==> src/rtl/lsq_writeback.sv <==
// Load/store completion writeback: buffers LSQ completions in a small FIFO,
// walks the 8 lanes of each completion issuing memory strobes, writes load
// results back to the register file and signals the end of each completion.
module lsq_writeback #(
  parameter int unsigned DATA_WIDTH = 16,
  parameter int unsigned ADDR_WIDTH = 8,
  parameter int unsigned FIFO_DEPTH = 4
) (
  input  logic                             clk,
  input  logic                             reset,
  input  logic                             done_in,
  input  logic [1:0]                       warp_num_in,
  input  logic [3:0]                       dest_reg_in,
  input  logic [7:0][ADDR_WIDTH-1:0]       addr_in,
  input  logic                             instr_bit_in,
  input  logic [3:0]                       threads_mask_in,
  input  logic [7:0][DATA_WIDTH-1:0]       reg_data_in,
  output logic                             mem_re,
  output logic                             mem_we,
  output logic [ADDR_WIDTH-1:0]            mem_addr,
  output logic [DATA_WIDTH-1:0]            mem_wdata,
  input  logic [DATA_WIDTH-1:0]            mem_rdata,
  output logic                             rf_we,
  output logic [1:0]                       rf_warp,
  output logic [3:0]                       rf_reg,
  output logic [2:0]                       rf_lane,
  output logic [DATA_WIDTH-1:0]            rf_wdata,
  output logic                             warp_done,
  output logic [1:0]                       warp_done_num,
  output logic                             warp_done_store,
  output logic                             busy,
  output logic [$clog2(FIFO_DEPTH):0]      fifo_count,
  output logic                             overflow
);

  localparam int unsigned PTR_W = (FIFO_DEPTH > 1) ? $clog2(FIFO_DEPTH) : 1;
  localparam int unsigned CNT_W = $clog2(FIFO_DEPTH) + 1;

  typedef struct packed {
    logic [1:0]                 warp;
    logic [3:0]                 rd;
    logic [7:0][ADDR_WIDTH-1:0] addr;
    logic                       store;
    logic [3:0]                 mask;
    logic [7:0][DATA_WIDTH-1:0] data;
  } entry_t;

  typedef enum logic [1:0] {IDLE, SCAN, DONE} state_t;

  state_t           state;
  logic [2:0]       lane;
  entry_t           work;
  entry_t           fifo_mem [FIFO_DEPTH];
  logic [PTR_W-1:0] wr_ptr;
  logic [PTR_W-1:0] rd_ptr;

  entry_t     in_entry;
  entry_t     head;
  entry_t     sel;
  logic [2:0] drive_lane;
  logic       lane_en;
  logic       pop_c;
  logic       push_c;
  logic       drive_c;

  assign in_entry = '{warp: warp_num_in, rd: dest_reg_in, addr: addr_in,
                      store: instr_bit_in, mask: threads_mask_in, data: reg_data_in};
  assign head     = fifo_mem[rd_ptr];

  // A pop frees a slot in the same cycle, so a push alongside it is always accepted.
  assign pop_c   = (state == IDLE) && (fifo_count != '0);
  assign push_c  = done_in && ((fifo_count < CNT_W'(FIFO_DEPTH)) || pop_c);
  assign drive_c = pop_c || ((state == SCAN) && (lane != 3'd7));

  // Read data arrives the cycle after mem_re, which is the cycle rf_we is high.
  assign rf_wdata = rf_we ? mem_rdata : '0;

  // Select the lane whose strobes are registered at the next edge.
  always_comb begin
    sel        = work;
    drive_lane = lane + 3'd1;
    if (state == IDLE) begin
      sel        = head;
      drive_lane = 3'd0;
    end
    lane_en = sel.mask[drive_lane[2:1]];
  end

  // Completion FIFO payload storage.
  always_ff @(posedge clk) begin
    if (push_c) fifo_mem[wr_ptr] <= in_entry;
  end

  // FIFO pointers, occupancy and sticky overflow.
  always_ff @(posedge clk or negedge reset) begin
    if (!reset) begin
      wr_ptr     <= '0;
      rd_ptr     <= '0;
      fifo_count <= '0;
      overflow   <= 1'b0;
    end else begin
      if (push_c) wr_ptr <= wr_ptr + PTR_W'(1);
      if (pop_c)  rd_ptr <= rd_ptr + PTR_W'(1);
      if (push_c && !pop_c)      fifo_count <= fifo_count + CNT_W'(1);
      else if (pop_c && !push_c) fifo_count <= fifo_count - CNT_W'(1);
      if (done_in && !push_c) overflow <= 1'b1;
    end
  end

  // Lane-scan FSM with registered memory, register-file and completion outputs.
  always_ff @(posedge clk or negedge reset) begin
    if (!reset) begin
      state           <= IDLE;
      busy            <= 1'b0;
      lane            <= 3'd0;
      work            <= '0;
      mem_re          <= 1'b0;
      mem_we          <= 1'b0;
      mem_addr        <= '0;
      mem_wdata       <= '0;
      rf_we           <= 1'b0;
      rf_warp         <= 2'd0;
      rf_reg          <= 4'd0;
      rf_lane         <= 3'd0;
      warp_done       <= 1'b0;
      warp_done_num   <= 2'd0;
      warp_done_store <= 1'b0;
    end else begin
      mem_re    <= 1'b0;
      mem_we    <= 1'b0;
      mem_addr  <= '0;
      mem_wdata <= '0;
      warp_done <= 1'b0;
      rf_we     <= mem_re;
      rf_lane   <= lane;
      rf_warp   <= work.warp;
      rf_reg    <= work.rd;

      if (drive_c) begin
        mem_re <= lane_en && !sel.store;
        mem_we <= lane_en && sel.store;
        if (lane_en) begin
          mem_addr <= sel.addr[drive_lane];
          if (sel.store) mem_wdata <= sel.data[drive_lane];
        end
      end

      unique case (state)
        IDLE: begin
          if (pop_c) begin
            work  <= head;
            lane  <= 3'd0;
            state <= SCAN;
            busy  <= 1'b1;
          end
        end
        SCAN: begin
          if (lane == 3'd7) begin
            state           <= DONE;
            warp_done       <= 1'b1;
            warp_done_num   <= work.warp;
            warp_done_store <= work.store;
          end else begin
            lane <= lane + 3'd1;
          end
        end
        DONE: begin
          state <= IDLE;
          busy  <= 1'b0;
        end
        default: begin
          state <= IDLE;
          busy  <= 1'b0;
        end
      endcase
    end
  end

endmodule

==> config.mk <==
export PLATFORM = sky130hd
export DESIGN_NAME = lsq_writeback
export DESIGN_NICKNAME = d
export VERILOG_FILES = /design/src/rtl/lsq_writeback.sv
export SDC_FILE = /design/constraint.sdc
export NUM_CORES = 1
export LEC_CHECK = 0
export BUFFER_PORTS_ARGS = -buffer_cell sky130_fd_sc_hd__buf_2
export CAP_MARGIN = 10
export CORE_UTILIZATION = 60
export DETAILED_ROUTE_END_ITERATION = 12
export GPL_TIMING_DRIVEN = 0
export PLACE_DENSITY = 0.86
export SKIP_CTS_REPAIR_TIMING = 1
export SLEW_MARGIN = 20
export SYNTH_ARGS = -nofsm -noshare
export SYNTH_HDL_FRONTEND = slang
export SYNTH_SLANG_ARGS = --single-unit
==> constraint.sdc <==
create_clock -name clk -period 7.51 [get_ports clk]
set_input_delay 1.502 -clock clk [delete_from_list [all_inputs] [get_ports clk]]
set_output_delay 1.502 -clock clk [all_outputs]
set_load 0.02 [all_outputs]
==> results of run 1 <==
-- cells in the final DEF, fill, tap and decap left out, types with 4 or more instances in the layout --
cell type    n
mux4_2     235
clkinv_1    12
buf_2      348
buf_16      18
inv_1        5
nand2_1    634
bufinv_16   11
a22oi_1     12
dfrtp_1    257
clkinv_2    15
a21oi_2      9
clkbuf_16  105
nor2_1      10
a21oi_1     20
and2_4       4
mux2_2       7
ha_1         7
o21ai_0      8
mux2i_1     26
clkbuf_1    66
nand3b_1     4
nand3_1      6
edfxtp_1   812
a211oi_1    17
diode_2     33
clkbuf_8    13
and2_1      33
-- kinds of logic (layout without fill, tap and decap cells) --
| logic type | Yosys count | in the layout | share of synthesized area |
|---|---|---|---|
| AO/OA/AOI/OAI | 79 | 79 | 0.0140 |
| XOR/XNOR | 6 | 6 | 0.00130 |
| adder cells (fa/ha/maj) | 8 | 8 | 0.00266 |
| buffers and inverters | 124 | 614 | 0.0141 |
| flip-flops | 1069 | 1069 | 0.761 |
| multiplexers | 268 | 268 | 0.139 |
| other | 0 | 33 | 0 |
| AND/OR/NAND/NOR | 698 | 698 | 0.0683 |
-- per-stage QoR --
| step | cells | TNS [ps] | utilization |
|---|---|---|---|
| 6_report | 3639 | 0 | 0.710 |
| 5_1_grt | 3627 | 0 | 0.709 |
| 4_1_cts | 3606 | 0 | 0.709 |
| 3_5_place_dp | 3416 | 0 | 0.656 |
| 3_3_place_gp | 3398 | -2374150 | 0.648 |
| 2_1_floorplan | 2252 | 0 | - |
-- power breakdown --
group	total, mW	switching, mW	internal (mW)
clock	5.32	2.24	3.09
sequential	8.61	0.758	7.85
combinational	6.95	4.30	2.65
-- layer usage --
metal / up-vias / GRT usage
met4: 36 / 0.170
met2: 1910 / 0.504
met5: - / 0
met1: 11900 / 0.402
met3: 422 / 0.0853
li1: 9355 / -
-- layout make-up --
class | instances | share of cell area
diodes | 33 | 0.00175
well taps | 864 | 0.0230
multi-input cells | 1059 | 0.194
repair buffers | 300 | 0.0407
flip-flops and latches | 1069 | 0.654
clock inverters | 49 | 0.0127
inverters | 8 | 0.000638
clock buffers | 141 | 0.0614
plain buffers | 116 | 0.0115
-- worst max-delay path, cell delays in order (launching register included) --
cell,delay (ps)
dfrtp_1,520
nor4_2,140
nor3_2,920
inv_2,290
clkbuf_1,420
ha_1,360
inv_1,80
fa_1,400
mux2_2,270
-- worst max path at each step --
stage | slack [ps] | cells past startpoint | endpoint
2_1_floorplan | 480 | 2 | fifo_mem[0][0]$_DFFE_PP_
3_5_place_dp | 3900 | 5 | fifo_mem[0][64]$_DFFE_PP_
4_1_cts | 4090 | 3 | rf_wdata[7]
6_report | 3970 | 8 | fifo_count[1]$_DFFE_PN0P_
5_1_grt | 3900 | 10 | fifo_count[2]$_DFFE_PN0P_
3_3_place_gp | -2960 | 3 | fifo_mem[3][88]$_DFFE_PP_
==> summary.txt, run 1 <==
Power and ir drop
  – Worst vdd ir: 267 µV
  – Total power draw: 20.9 mW
  – Leak Pwr: 17.8 nW
  – Pwr per Cell Area: 443 nW/µm²

GRT
  – Largest net degree at the start of global routing: 106
  – Gr ovfl total: 0
  – Initial antenna violation count: 47
  – GRT Total Usage: 0.317
  – Vias in the first global route: around 24,000
  – First-pass GRT wire length: 155 mm

Placement
  – DP Wirelength: ~66 mm
  – PortBufs: 282
  – Pre-CTS WS: just under 4000 ps
  – GPL Wtd Cong: a little over 0.9
  – Placed Instance Area: 43,500 µm²

Clocking
  – Clk slew on worst S/H paths: about 70 ps
  – Clk root buf: clkbuf_16
  – Clock Tree Buf Depth: 3
  – CTS Buf Count: 100
  – Clock sink total: about 1,100
  – Clk_lat worst skew: 690 ps
  – CTS tree: done
  – H-tree levels: 3

Final layout
  – Fill count: 3,709
  – Seq. cell area: 30,800 µm²
  – Final instance area: about 47,000 µm²
  – Area delta synth->final: 16.2%
  – Area of the multi-input gates: 9140 µm²
  – Max reg flops: 812
  – Top Registers: fifo_mem x812, work x203, mem_wdata x16
  – Largest Register: fifo_mem
  – Share of cells above drive strength 1: 0.288
  – Nets@finish: 2,884

Synthesis
  – Synth unique cells: 42
  – Yosys top cell by area: edfxtp_1
  – Sequential share of the synthesized area: 0.761
  – Synth Warn #: 0
  – Synthesized area: 40,500 µm²
  – Count leader, synth: edfxtp_1
  – Post-synthesis cell count: 2,252
  – Most area-consuming cells after synthesis: edfxtp_1 60%, dfrtp_1 16%, mux4_2 13%
  – Syn nets: about 2,500
  – Post-Syn Area per Cell: 18.0 µm²
  – Synth Flop Type: edfxtp_1
  – Flops & latches, synth: 1,069
  – Top-area cell type share of the netlist area: 0.602
  – EDFF count, synth: 812
  – Ys async rst share: 0.240
  – Synth top cells by count: 812 x edfxtp_1, 634 x nand2_1, 257 x dfrtp_1

Die
  – Cell row count: 94
  – Die ar.: a little under 70,000 µm²
  – Die H: about 260 µm
  – Initial core utilization: 0.611
  – Core Area: approximately 66,000 µm²
  – IO Count: 283
  – Chip width: 262 µm

Setup path
  – Crit Reg-Reg Startpoint: state[0]$_DFFE_PN0P_
  – Worst EP required: 8070 ps
  – WS Path Type: reg2reg
  – Worst Path Arrival: about 4100 ps
  – Kind of end point of the critical path: register
  – CP Max Fanout: 10
  – Reg2reg end: fifo_count[1]$_DFFE_PN0P_
  – R2R depth: 8
  – R2r setup slk: just under 4000 ps
  – Crit path launch: state[0]$_DFFE_PN0P_
  – Startpoint types: register

Min path
  – Startpoint of the worst hold path: work[197]$_DFFE_PN0P_
  – Hold Path End: rf_reg[0]$_DFF_PN0_
  – Worst min path class: reg2reg
  – Cells on Worst Hold Path: 0

Timing
  – Worst-margin pin slew: 1200 ps
  – Normalized max-slew margin: 0.194
  – WHS: 382 ps
  – Final setup margin: 3970 ps
  – Final hold vios: 0
  – RSZ-0062 raised after global routing: false
  – Final setup fails: 0
  – Fmax: 283 MHz
  – Fin crit share: 0.471
  – Slew Limit Fails: 0
  – Minimum clock period: 3540 ps
  – Skew final: 33.4 ps

Detailed routing
  – Drt wl/cell: 29.5 µm
  – Highest Signal Layer: met5
  – WL met1: 35.8 mm
  – Starting DRT DRC Count: 3,507
  – Post-route DRC violation count: 0
  – Met2 Wirelength: 52.6 mm
  – Remaining antenna violation count: 0
  – Drt first pass iters: 6
  – Wire length on met3: 12.6 mm
  – Routed WL: 108 mm
  – Via count: 23,600
  – Vias per cell: 6.48

Run status
  – Status: finished, final reports clean

Run
  – Max_cap viols: 0
Power figures use the tool's default switching activity.
==> run 2, diff against run 1 <==
--- a/config.mk
+++ b/config.mk
@@ -7,10 +7,10 @@
 export LEC_CHECK = 0
 export BUFFER_PORTS_ARGS = -buffer_cell sky130_fd_sc_hd__buf_2
 export CAP_MARGIN = 10
-export CORE_UTILIZATION = 60
+export CORE_UTILIZATION = 54
 export DETAILED_ROUTE_END_ITERATION = 12
 export GPL_TIMING_DRIVEN = 0
-export PLACE_DENSITY = 0.86
+export PLACE_DENSITY = 0.82
 export SKIP_CTS_REPAIR_TIMING = 1
 export SLEW_MARGIN = 20
 export SYNTH_ARGS = -nofsm -noshare
==> constraint.sdc (replaced) <==
create_clock -name clk -period 3 [get_ports clk]
set_input_delay 0.6 -clock clk [delete_from_list [all_inputs] [get_ports clk]]
set_output_delay 0.6 -clock clk [all_outputs]
set_load 0.02 [all_outputs]
==> run 2 against run 1 <==
Compared with the run above: critical path depth fell by 2; maximum frequency rose by 21%; register-to-register slack got worse by 3900 ps; die area rose by 11%.
==> summary.txt, run 2 (same netlist as run 1, synthesis figures left out) <==
Setup path
  – WS Path Type: reg2reg
  – Startpoint types: register
  – CP Max Fanout: 44 (+34)
  – Kind of end point of the critical path: register
  – Worst EP required: 3340 ps (-4730 ps)
  – Worst Path Arrival: 3270 ps (-830 ps)

Placement
  – DP Wirelength: 65.2 mm (-0.69%)
  – GPL Wtd Cong: 0.883 (-3.6%)
  – Placed instance count: 3,523 (+3.1%)
  – Placed Instance Area: 43,700 µm² (+0.31%)
  – PortBufs: 282 (unchanged)

Detailed routing
  – Routed WL: 101 mm (-6.3%)
  – Post-route DRC violation count: 0 (unchanged)
  – Via count: 22,700 (-3.9%)
  – Starting DRT DRC Count: 2,800 (-20%)
  – Vias per cell: 6.05 (-6.6%)
  – Remaining antenna violation count: 0 (unchanged)
  – Drt first pass iters: 6 (unchanged)
  – Drt wl/cell: 26.9 µm (-9.0%)

Die
  – Die ar.: 76,100 µm² (+11%)
  – IO Count: 283 (unchanged)
  – Chip width: 276 µm (+5.4%)
  – Initial core utilization: 0.545 (-0.0656)
  – Core Area: 74,300 µm² (+12%)
  – Cell row count: 100 (+6.4%)
  – Die H: 276 µm (+5.4%)

Final layout
  – Commonest non-fill, non-tap cells in the layout: 812 x edfxtp_1, 634 x nand2_1, 347 x buf_2
  – Nets@finish: 2,890 (+0.21%)
  – Top Registers: fifo_mem x812, work x203, mem_wdata x16
  – Seq. cell area: 30,800 µm² (unchanged)
  – Fill count: 4,853 (+31%)
  – Max reg flops: 812 (unchanged)
  – Area delta synth->final: 16.9%
  – Finished Layout Cells: 3,744 (+2.9%)
  – Area of the multi-input gates: 9170 µm² (+0.34%)
  – Largest Register: fifo_mem
  – Share of cells above drive strength 1: 0.293 (+0.00410)
  – Final instance area: 47,300 µm² (+0.54%)
  – Commonest non-fill, non-tap cell in the layout: edfxtp_1

Clocking
  – Clk root buf: clkbuf_16
  – Clk_lat worst skew: 670 ps (-20 ps)
  – Clk slew on worst S/H paths: 60 ps (about the same)
  – CTS tree: done
  – Clock Tree Buf Depth: 3 (unchanged)
  – Clock sink total: 1,069 (unchanged)
  – CTS Buf Count: 102 (+2.0%)
  – H-tree levels: 3 (unchanged)

Timing
  – Slew Limit Fails: 0 (unchanged)
  – Minimum clock period: 2930 ps (-605 ps)
  – Normalized max-slew margin: 0.321 (+0.126)
  – Setup tns final: 0 ps (unchanged)
  – Final setup fails: 0 (unchanged)
  – Fmax: 341 MHz (+21%)
  – RSZ-0062 raised after global routing: false
  – WHS: 139 ps (-243 ps)
  – Final hold vios: 0 (unchanged)
  – Fin crit share: 0.978 (+0.507)
  – Skew final: 22.0 ps (-11.3 ps)
  – Worst-margin pin slew: 1020 ps (-183 ps)

GRT
  – First-pass GRT wire length: 146 mm (-5.9%)
  – Gr ovfl total: 0 (unchanged)
  – Vias in the first global route: 23,200 (-4.2%)
  – Largest net degree at the start of global routing: 103 (-2.8%)
  – Initial antenna violation count: 46 (-2.1%)
  – GRT Total Usage: 0.265 (-0.0513)

Power and ir drop
  – Worst vdd ir: 603 µV (+130%)
  – Leak Pwr: 17.9 nW (+0.45%)
  – Pwr per Cell Area: 1090 nW/µm² (+150%)

Min path
  – Worst min path class: in2reg

Run
  – Max_cap viols: 0 (unchanged)

Run status
  – Status: finished, final reports clean
## run 2: cell count changes in the layout (fill, tap and decap cells not counted), moves of 3 or more
cell,change
diode_2,-6
buf_16,-5
buf_12,+7
clkinv_1,-4
clkbuf_16,+3
clkinv_8,+3
clkbuf_8,+7
clkbuf_1,-3
## run 2: critical path, cell delays in order, from the launching register on
cell and delay (ps):
dfrtp_1 480, or2_4 330, clkbuf_4 250, a21boi_4 340, and2_4 530, buf_16 290
buf_16 290
## run 2: through the flow
stage	setup WS [ps]	power (mW)	util
final	66.2	51.8	0.637
after detailed placement	-265	37.8	0.587
after CTS	-280	51.6	0.636
after global routing	2.31	53.7	0.637
after floorplan	2.70	32.0	-
after global placement	-3130	37.1	0.581
## run 2: layout make-up
class	count	area share
multi-input cells	1061	0.194
repair buffers	303	0.0407
inverters	8	0.000634
plain buffers	115	0.0114
clock buffers	150	0.0646
well taps	969	0.0256
flip-flops and latches	1069	0.651
diodes	27	0.00143
clock inverters	42	0.0111
## run 2: worst paths after layout
kind | from | end | slack (ps) | cells past startpoint
worst max-delay path | state[0]$_DFFE_PN0P_ | fifo_mem[0][89]$_DFFE_PP_ | 70 | 6
worst min-delay path | reg_data_in[39] | fifo_mem[1][39]$_DFFE_PP_ | 140 | 1
worst max register to register | state[0]$_DFFE_PN0P_ | fifo_mem[0][89]$_DFFE_PP_ | 70 | 6
worst min register to register | work[197]$_DFFE_PN0P_ | rf_reg[0]$_DFF_PN0_ | 380 | 0
max in group asynchronous | reset | work[72]$_DFFE_PN0P_ | 1610 | 3
min in group asynchronous | reset | work[199]$_DFFE_PN0P_ | 470 | 2
## run 2: layer usage
metal / up-vias / share of wire / wire [µm] / global-route usage
li1: 9373 / - / - / -
met4: 36 / 0.046 / 4610 / 0.119
met5: - / 0.0023 / 227 / 0
met3: 300 / 0.11 / 11500 / 0.0810
met2: 1430 / 0.49 / 48900 / 0.425
met1: 11500 / 0.35 / 35400 / 0.336
## run 2: power by group
| group | total, mW | switching (mW) | internal, mW | leakage (nW) |
|---|---|---|---|---|
| logic | 16.9 | 10.3 | 6.63 | 5.57 |
| registers | 21.4 | 1.76 | 19.6 | 10.6 |
| clock network | 13.5 | 5.49 | 7.96 | 1.76 |
| total | 51.8 | 17.6 | 34.2 | 17.9 |
